## src/rtl/tx_fifo_rd_stage_pkg.sv

```systemverilog
// Shared TX read-side definitions.
//   TX_DATA_WIDTH   : default FIFO word width
//   TX_RD_BUF_DEPTH : output buffer depth, also the credit limit for rinc
//   tx_rd_used()    : slots committed after this cycle (count + inflight - pop)
package tx_fifo_rd_stage_pkg;

    localparam int TX_DATA_WIDTH   = 32;
    localparam int TX_RD_BUF_DEPTH = 2;

    // 3-bit so count + inflight never overflows. pop implies count >= 1,
    // so the subtraction never underflows.
    function automatic logic [2:0] tx_rd_used(input logic [1:0] cnt,
                                              input logic       infl,
                                              input logic       pop);
        return {1'b0, cnt} + {2'b00, infl} - {2'b00, pop};
    endfunction

endpackage

```

## src/rtl/tx_rd_skid_buf.sv

```systemverilog
// 2-entry circular output buffer for the TX FIFO read stage.
//   clk, rst_n : read-domain clock, async active-low reset
//   wr_en      : store wr_data at the tail
//   wr_data    : word returned by the FIFO memory
//   rd_en      : drop the head word (downstream accepted it)
//   rd_data    : head word
//   count      : occupancy, 0..2
module tx_rd_skid_buf
    import tx_fifo_rd_stage_pkg::*;
#(
    parameter int DATA_WIDTH = TX_DATA_WIDTH
) (
    input  logic                  clk,
    input  logic                  rst_n,
    input  logic                  wr_en,
    input  logic [DATA_WIDTH-1:0] wr_data,
    input  logic                  rd_en,
    output logic [DATA_WIDTH-1:0] rd_data,
    output logic [1:0]            count
);

    logic [DATA_WIDTH-1:0] r_entry [0:1];
    logic                  r_head;
    logic                  r_tail;
    logic [1:0]            r_count;

    always_ff @(posedge clk or negedge rst_n) begin
        if (!rst_n) begin
            r_entry[0] <= '0;
            r_entry[1] <= '0;
            r_head     <= 1'b0;
            r_tail     <= 1'b0;
            r_count    <= 2'd0;
        end else begin
            if (wr_en) begin
                r_entry[r_tail] <= wr_data;
                r_tail          <= ~r_tail;
            end
            if (rd_en)
                r_head <= ~r_head;
            // Write and read together leave the occupancy unchanged.
            case ({wr_en, rd_en})
                2'b10:   r_count <= r_count + 2'd1;
                2'b01:   r_count <= r_count - 2'd1;
                default: r_count <= r_count;
            endcase
        end
    end

    assign rd_data = r_entry[r_head];
    assign count   = r_count;

endmodule

```

## src/rtl/tx_fifo_rd_stage.sv

```systemverilog
// TX async FIFO read-side consumer stage.
// Issues rinc pops, absorbs the 1-cycle memory read latency and presents
// words on a valid/ready handshake through a 2-entry buffer.
//   r_clk, rrst_n : read-domain clock, async active-low reset
//   rempty        : FIFO empty flag
//   r_data        : memory read data, valid the cycle after rinc
//   out_ready     : downstream accepts out_data
//   rinc          : pop request to the read-pointer block
//   out_valid     : out_data holds a valid word
//   out_data      : head word of the buffer
//   out_level     : buffer occupancy, 0..2
module tx_fifo_rd_stage
    import tx_fifo_rd_stage_pkg::*;
#(
    parameter int DATA_WIDTH = TX_DATA_WIDTH
) (
    input  logic                  r_clk,
    input  logic                  rrst_n,
    input  logic                  rempty,
    input  logic [DATA_WIDTH-1:0] r_data,
    input  logic                  out_ready,
    output logic                  rinc,
    output logic                  out_valid,
    output logic [DATA_WIDTH-1:0] out_data,
    output logic [1:0]            out_level
);

    logic                  r_inflight;
    logic                  w_pop;
    logic                  w_rinc;
    logic [2:0]            w_used;
    logic [1:0]            w_count;
    logic [DATA_WIDTH-1:0] w_rd_data;

    assign w_pop  = out_valid & out_ready;
    // Credit: only pop if the word will have a slot when it lands. Counting
    // this cycle's pop (combinational from out_ready) is what allows one
    // word per cycle with a 2-deep buffer.
    assign w_used = tx_rd_used(w_count, r_inflight, w_pop);
    assign w_rinc = rrst_n & ~rempty & (w_used < 3'(TX_RD_BUF_DEPTH));
    assign rinc   = w_rinc;

    // A read issued this cycle returns data next cycle.
    always_ff @(posedge r_clk or negedge rrst_n) begin
        if (!rrst_n)
            r_inflight <= 1'b0;
        else
            r_inflight <= w_rinc;
    end

    tx_rd_skid_buf #(
        .DATA_WIDTH (DATA_WIDTH)
    ) u_buf (
        .clk     (r_clk),
        .rst_n   (rrst_n),
        .wr_en   (r_inflight),
        .wr_data (r_data),
        .rd_en   (w_pop),
        .rd_data (w_rd_data),
        .count   (w_count)
    );

    assign out_valid = (w_count != 2'd0);
    assign out_data  = w_rd_data;
    assign out_level = w_count;

endmodule

```

## config.mk

```make
export PLATFORM = sky130hd
export DESIGN_NAME = tx_fifo_rd_stage
export DESIGN_NICKNAME = d
export VERILOG_FILES = /design/src/rtl/tx_fifo_rd_stage_pkg.sv /design/src/rtl/tx_rd_skid_buf.sv /design/src/rtl/tx_fifo_rd_stage.sv
export SDC_FILE = /design/constraint.sdc
export NUM_CORES = 1
export LEC_CHECK = 0
export BUFFER_PORTS_ARGS = -buffer_cell sky130_fd_sc_hd__buf_2
export CORE_MARGIN = 1
export CORE_UTILIZATION = 30
export DETAILED_ROUTE_END_ITERATION = 10
export PLACE_DENSITY = 0.54
export SKIP_LAST_GASP = 1
export SLEW_MARGIN = 20
export SYNTH_ARGS = -nofsm -noshare
export SYNTH_HDL_FRONTEND = slang
export SYNTH_SLANG_ARGS = --single-unit
```

## constraint.sdc

```tcl
create_clock -name r_clk -period 1.8 [get_ports r_clk]
set_input_delay 0.18 -clock r_clk [delete_from_list [all_inputs] [get_ports r_clk]]
set_output_delay 0.18 -clock r_clk [all_outputs]
set_load 0.02 [all_outputs]
```

==> results.py <==
metrics = {
    "run_status": {
        "status": "finished, violations left",
        "violations": "negative setup slack",
    },
    "final_layout": {
        "layout_common_cells": "buf_2, mux2_2, dfrtp_1, mux2_4, clkbuf_8",
        "multiInputGateArea_sq_um": 1363,
        "final_cell_area_sq_um": 3970,
        "fin_cells": 422,
        "drive_gt1_share_pct": 72.03,
        "diodes": 0,
        "fillerInstances": 1000,
        "mostFrequentLayoutCell": "buf_2",
        "syn_to_final_growth_pct": 25.37,
        "layout.nets": 318,
        "seqCellArea_sq_um": 1730,
    },
    "sta": {
        "period_needed_ns": 2.166,
        "finClkSkew_ns": 0.008034,
        "setup_viol_count_final": 1,
        "relSlewSlack_pct": 74.01,
        "holdWs_ns": 0.08095,
        "fin_crit_sh_pct": 120.4,
        "tightest_slew_ns": 0.3898,
        "rsz0062_at_grt": "true",
        "max_freq_ghz": 0.4616,
        "slew_violations": 0,
        "fin_ws_ns": -0.3664,
        "finalHoldViolCount": 0,
    },
    "critical_path": {
        "rr_startpoint": "u_buf.count[1]$_DFFE_PN0P_",
        "critPathRequiredTime_ns": 1.62,
        "crit_path_end_kind": "primary output",
        "slowest_stage": "fa_2",
        "crit_path_start_kind": "flop",
        "critical_path_class": "reg -> out",
        "cp_max_fo": 3,
        "ff2ff_setup_slack_ns": 0.10,
        "setup.worst_path.start": "u_buf.count[1]$_DFFE_PN0P_",
        "worstPathArrival_ns": 1.99,
        "r2r-end": "r_inflight$_DFF_PN0_",
        "r2r_cells": 6,
        "slowest_delay_ns": 0.52,
        "setup.worst_path.end": "rinc",
        "path_cells": "and3b_2 -> buf_4 -> fa_2 -> nand2_2 -> nor3_4 -> buf_6",
    },
    "global_route": {
        "grt_max_degree": 70,
        "grt_pass1_vias": 1978,
        "grt_pass1_wl_mm": 10.16,
        "antenna_found_initial": 0,
        "globalRoute.totalOverflow": 0,
        "grtUsageTotal_pct": 12.06,
    },
    "synth": {
        "ys_types": 22,
        "ys_ff_latch": 69,
        "synth_area_leaders": "dfrtp_1, mux2_2, mux2_4",
        "avgSynthCellArea_sq_um": 15.99,
        "seq_area_frac_synth_pct": 54.52,
        "yosys_warnings": 0,
        "syn_nets": 235,
        "synth_top_area_cell": "dfrtp_1",
        "synth_area_sq_um": 3167,
        "syn_inst": 198,
        "netlist.area_leader.share_pct": 54.52,
    },
    "placed_design": {
        "gp_congestion": 0.6479,
        "dpl_cell_area_sq_um": 3722,
        "hpwl_mm": 3.900,
        "placed_cells": 403,
        "port_buffers": 71,
    },
    "routing": {
        "firstDrtPassIters": 6,
        "finalWirelength_mm": 6.075,
        "avgViaCountPerCell": 4.400,
        "postRouteAntennaNets": 0,
        "drc": 0,
        "drt_iter0_drc": 53,
        "wire_per_inst_um": 14.40,
        "num_vias": 1857,
    },
    "floorplanning": {
        "fp.coreArea_sq_um": 10280,
        "fp.dieH_um": 104.7,
        "fp.dieW_um": 104.7,
        "die_area_sq_um": 10970,
        "initial_utilization_pct": 30.81,
        "rows": 37,
        "io_pins": 72,
    },
    "pwr": {
        "p_per_area_nw_per_um2": 1950,
        "leakagePower_uw": 0.001827,
        "max-vdd-ir-drop_uv": 760.5,
    },
    "clock_network": {
        "cts_tree": "yes",
        "clock_sinks": 69,
        "cts.clk_slew.worst_paths_ns": 0.08,
        "clk_path_buf_depth": 2,
        "clkLatencyLatePin_ns": 0.33,
        "htreeDepth": 3,
        "cts_root_buf": "clkbuf_8",
        "numCtsBuffers": 9,
    },
    "worst_hold_path": {
        "min-delay-path-class": "in -> reg",
    },
    "job": {
        "cap_viol_max_count": 0,
    },
}
[registers in the layout, summed over array words and instances (netlist names)]
signal,count
r_inflight,1
u_buf.r_entry,64
u_buf.r_tail,1
u_buf.r_head,1
u_buf.count,2
[cells in the mapped netlist]
cell type  instances
dfrtp_1           69
mux2_2            66
mux2_4            30
buf_6              5
buf_2              3
buf_4              3
nand2_1            3
a21oi_1            2
nor3_1             2
xnor2_1            2
xor2_1             2
and3b_1            1
and4_1             1
clkbuf_1           1
fa_1               1
inv_1              1
nand2b_1           1
nor2_1             1
nor2b_1            1
nor2b_4            1
o21ai_0            1
or2_2              1
[power by group]
group | total (uW) | leakage [uW] | switching [uW] | internal (uW)
Combinational | 3710 | 0.000913 | 1740 | 1970
Clock | 1320 | 0.000102 | 602 | 716
Sequential | 2720 | 0.000812 | 381 | 2330
[kinds of logic (layout without fill, tap and decap cells)]
family	Yosys count	in the layout	share of synthesized area (%)
muxes	96	96	37.69
AOI/OAI and AO/OA	3	3	0.4740
xor gates and xnor gates	4	4	1.106
and+or+nand+nor	12	12	2.371
buffers and inverters	13	101	3.200
adders and majority gates	1	1	0.6322
DFF	69	69	54.52
[through the flow]
stage / power (uW) / setup slack [ns] / TNS [ns] / util, %
3_5_place_dp: 6463 / -0.02057 / -0.02057 / 36.22
4_1_cts: 7850 / -0.3770 / -0.3770 / 38.42
2_1_floorplan: 5482 / 0.0003326 / 0 / -
3_3_place_gp: 6401 / -0.002906 / -0.002906 / 36.22
5_1_grt: 8271 / -0.4624 / -0.4624 / 38.63
6_report: 7743 / -0.3664 / -0.3664 / 38.63
[worst min path at each step]
| stage | from | endpoint | slack [ns] | cells past startpoint |
|---|---|---|---|---|
| after floorplan | rrst_n | r_inflight$_DFF_PN0_ | -0.12 | 0 |
| after global placement | rrst_n | u_buf.r_entry[62]$_DFFE_PN0P_ | 0.28 | 2 |
| after detailed placement | rrst_n | u_buf.r_entry[24]$_DFFE_PN0P_ | 0.28 | 2 |
| after CTS | rempty | r_inflight$_DFF_PN0_ | 0.02 | 2 |
| after global routing | r_data[18] | u_buf.r_entry[50]$_DFFE_PN0P_ | 0.06 | 2 |
| final | r_data[25] | u_buf.r_entry[57]$_DFFE_PN0P_ | 0.08 | 2 |
[layer usage]
| metal | part of all wire (%) | up-vias | routed length (um) | track usage, % |
|---|---|---|---|---|
| met2 | 44 | 44 | 2696 | 18.07 |
| met5 | 0 | - | 0 | 0 |
| met3 | 5.4 | 8 | 331 | 4.492 |
| li1 | - | 869 | - | - |
| met1 | 49 | 936 | 2966 | 16.02 |
| met4 | 1.3 | 0 | 81 | 3.924 |
[repair_timing]
item                                   4_1_cts  5_1_grt
endpoints found under the hold margin       69        0
pin swaps                                    0        4
setup buffers                                0        2
resized for setup                            2        2
setup endpoints to repair                    1       22
gates cloned                                 0        0
hold buffers                                 1        0
[critical path, delay by kind of cell (launching register included)]
kind / cells / cell delay (ns)
adder cells (fa/ha/maj): 1 / 0.52
AND/OR/NAND/NOR: 3 / 0.47
flip-flops: 1 / 0.40
buffers and inverters: 2 / 0.27
[final cells by class]
cell class / count / share of cell area [%]
Clock inverter: 5 / 1.481
Multi-Input combinational cell: 116 / 34.32
Inverter: 1 / 0.09455
Tap cell: 136 / 4.286
Clock buffer: 11 / 3.813
Timing Repair Buffer: 84 / 12.42
Sequential cell: 69 / 43.59
(Power assumes the default switching activity.)
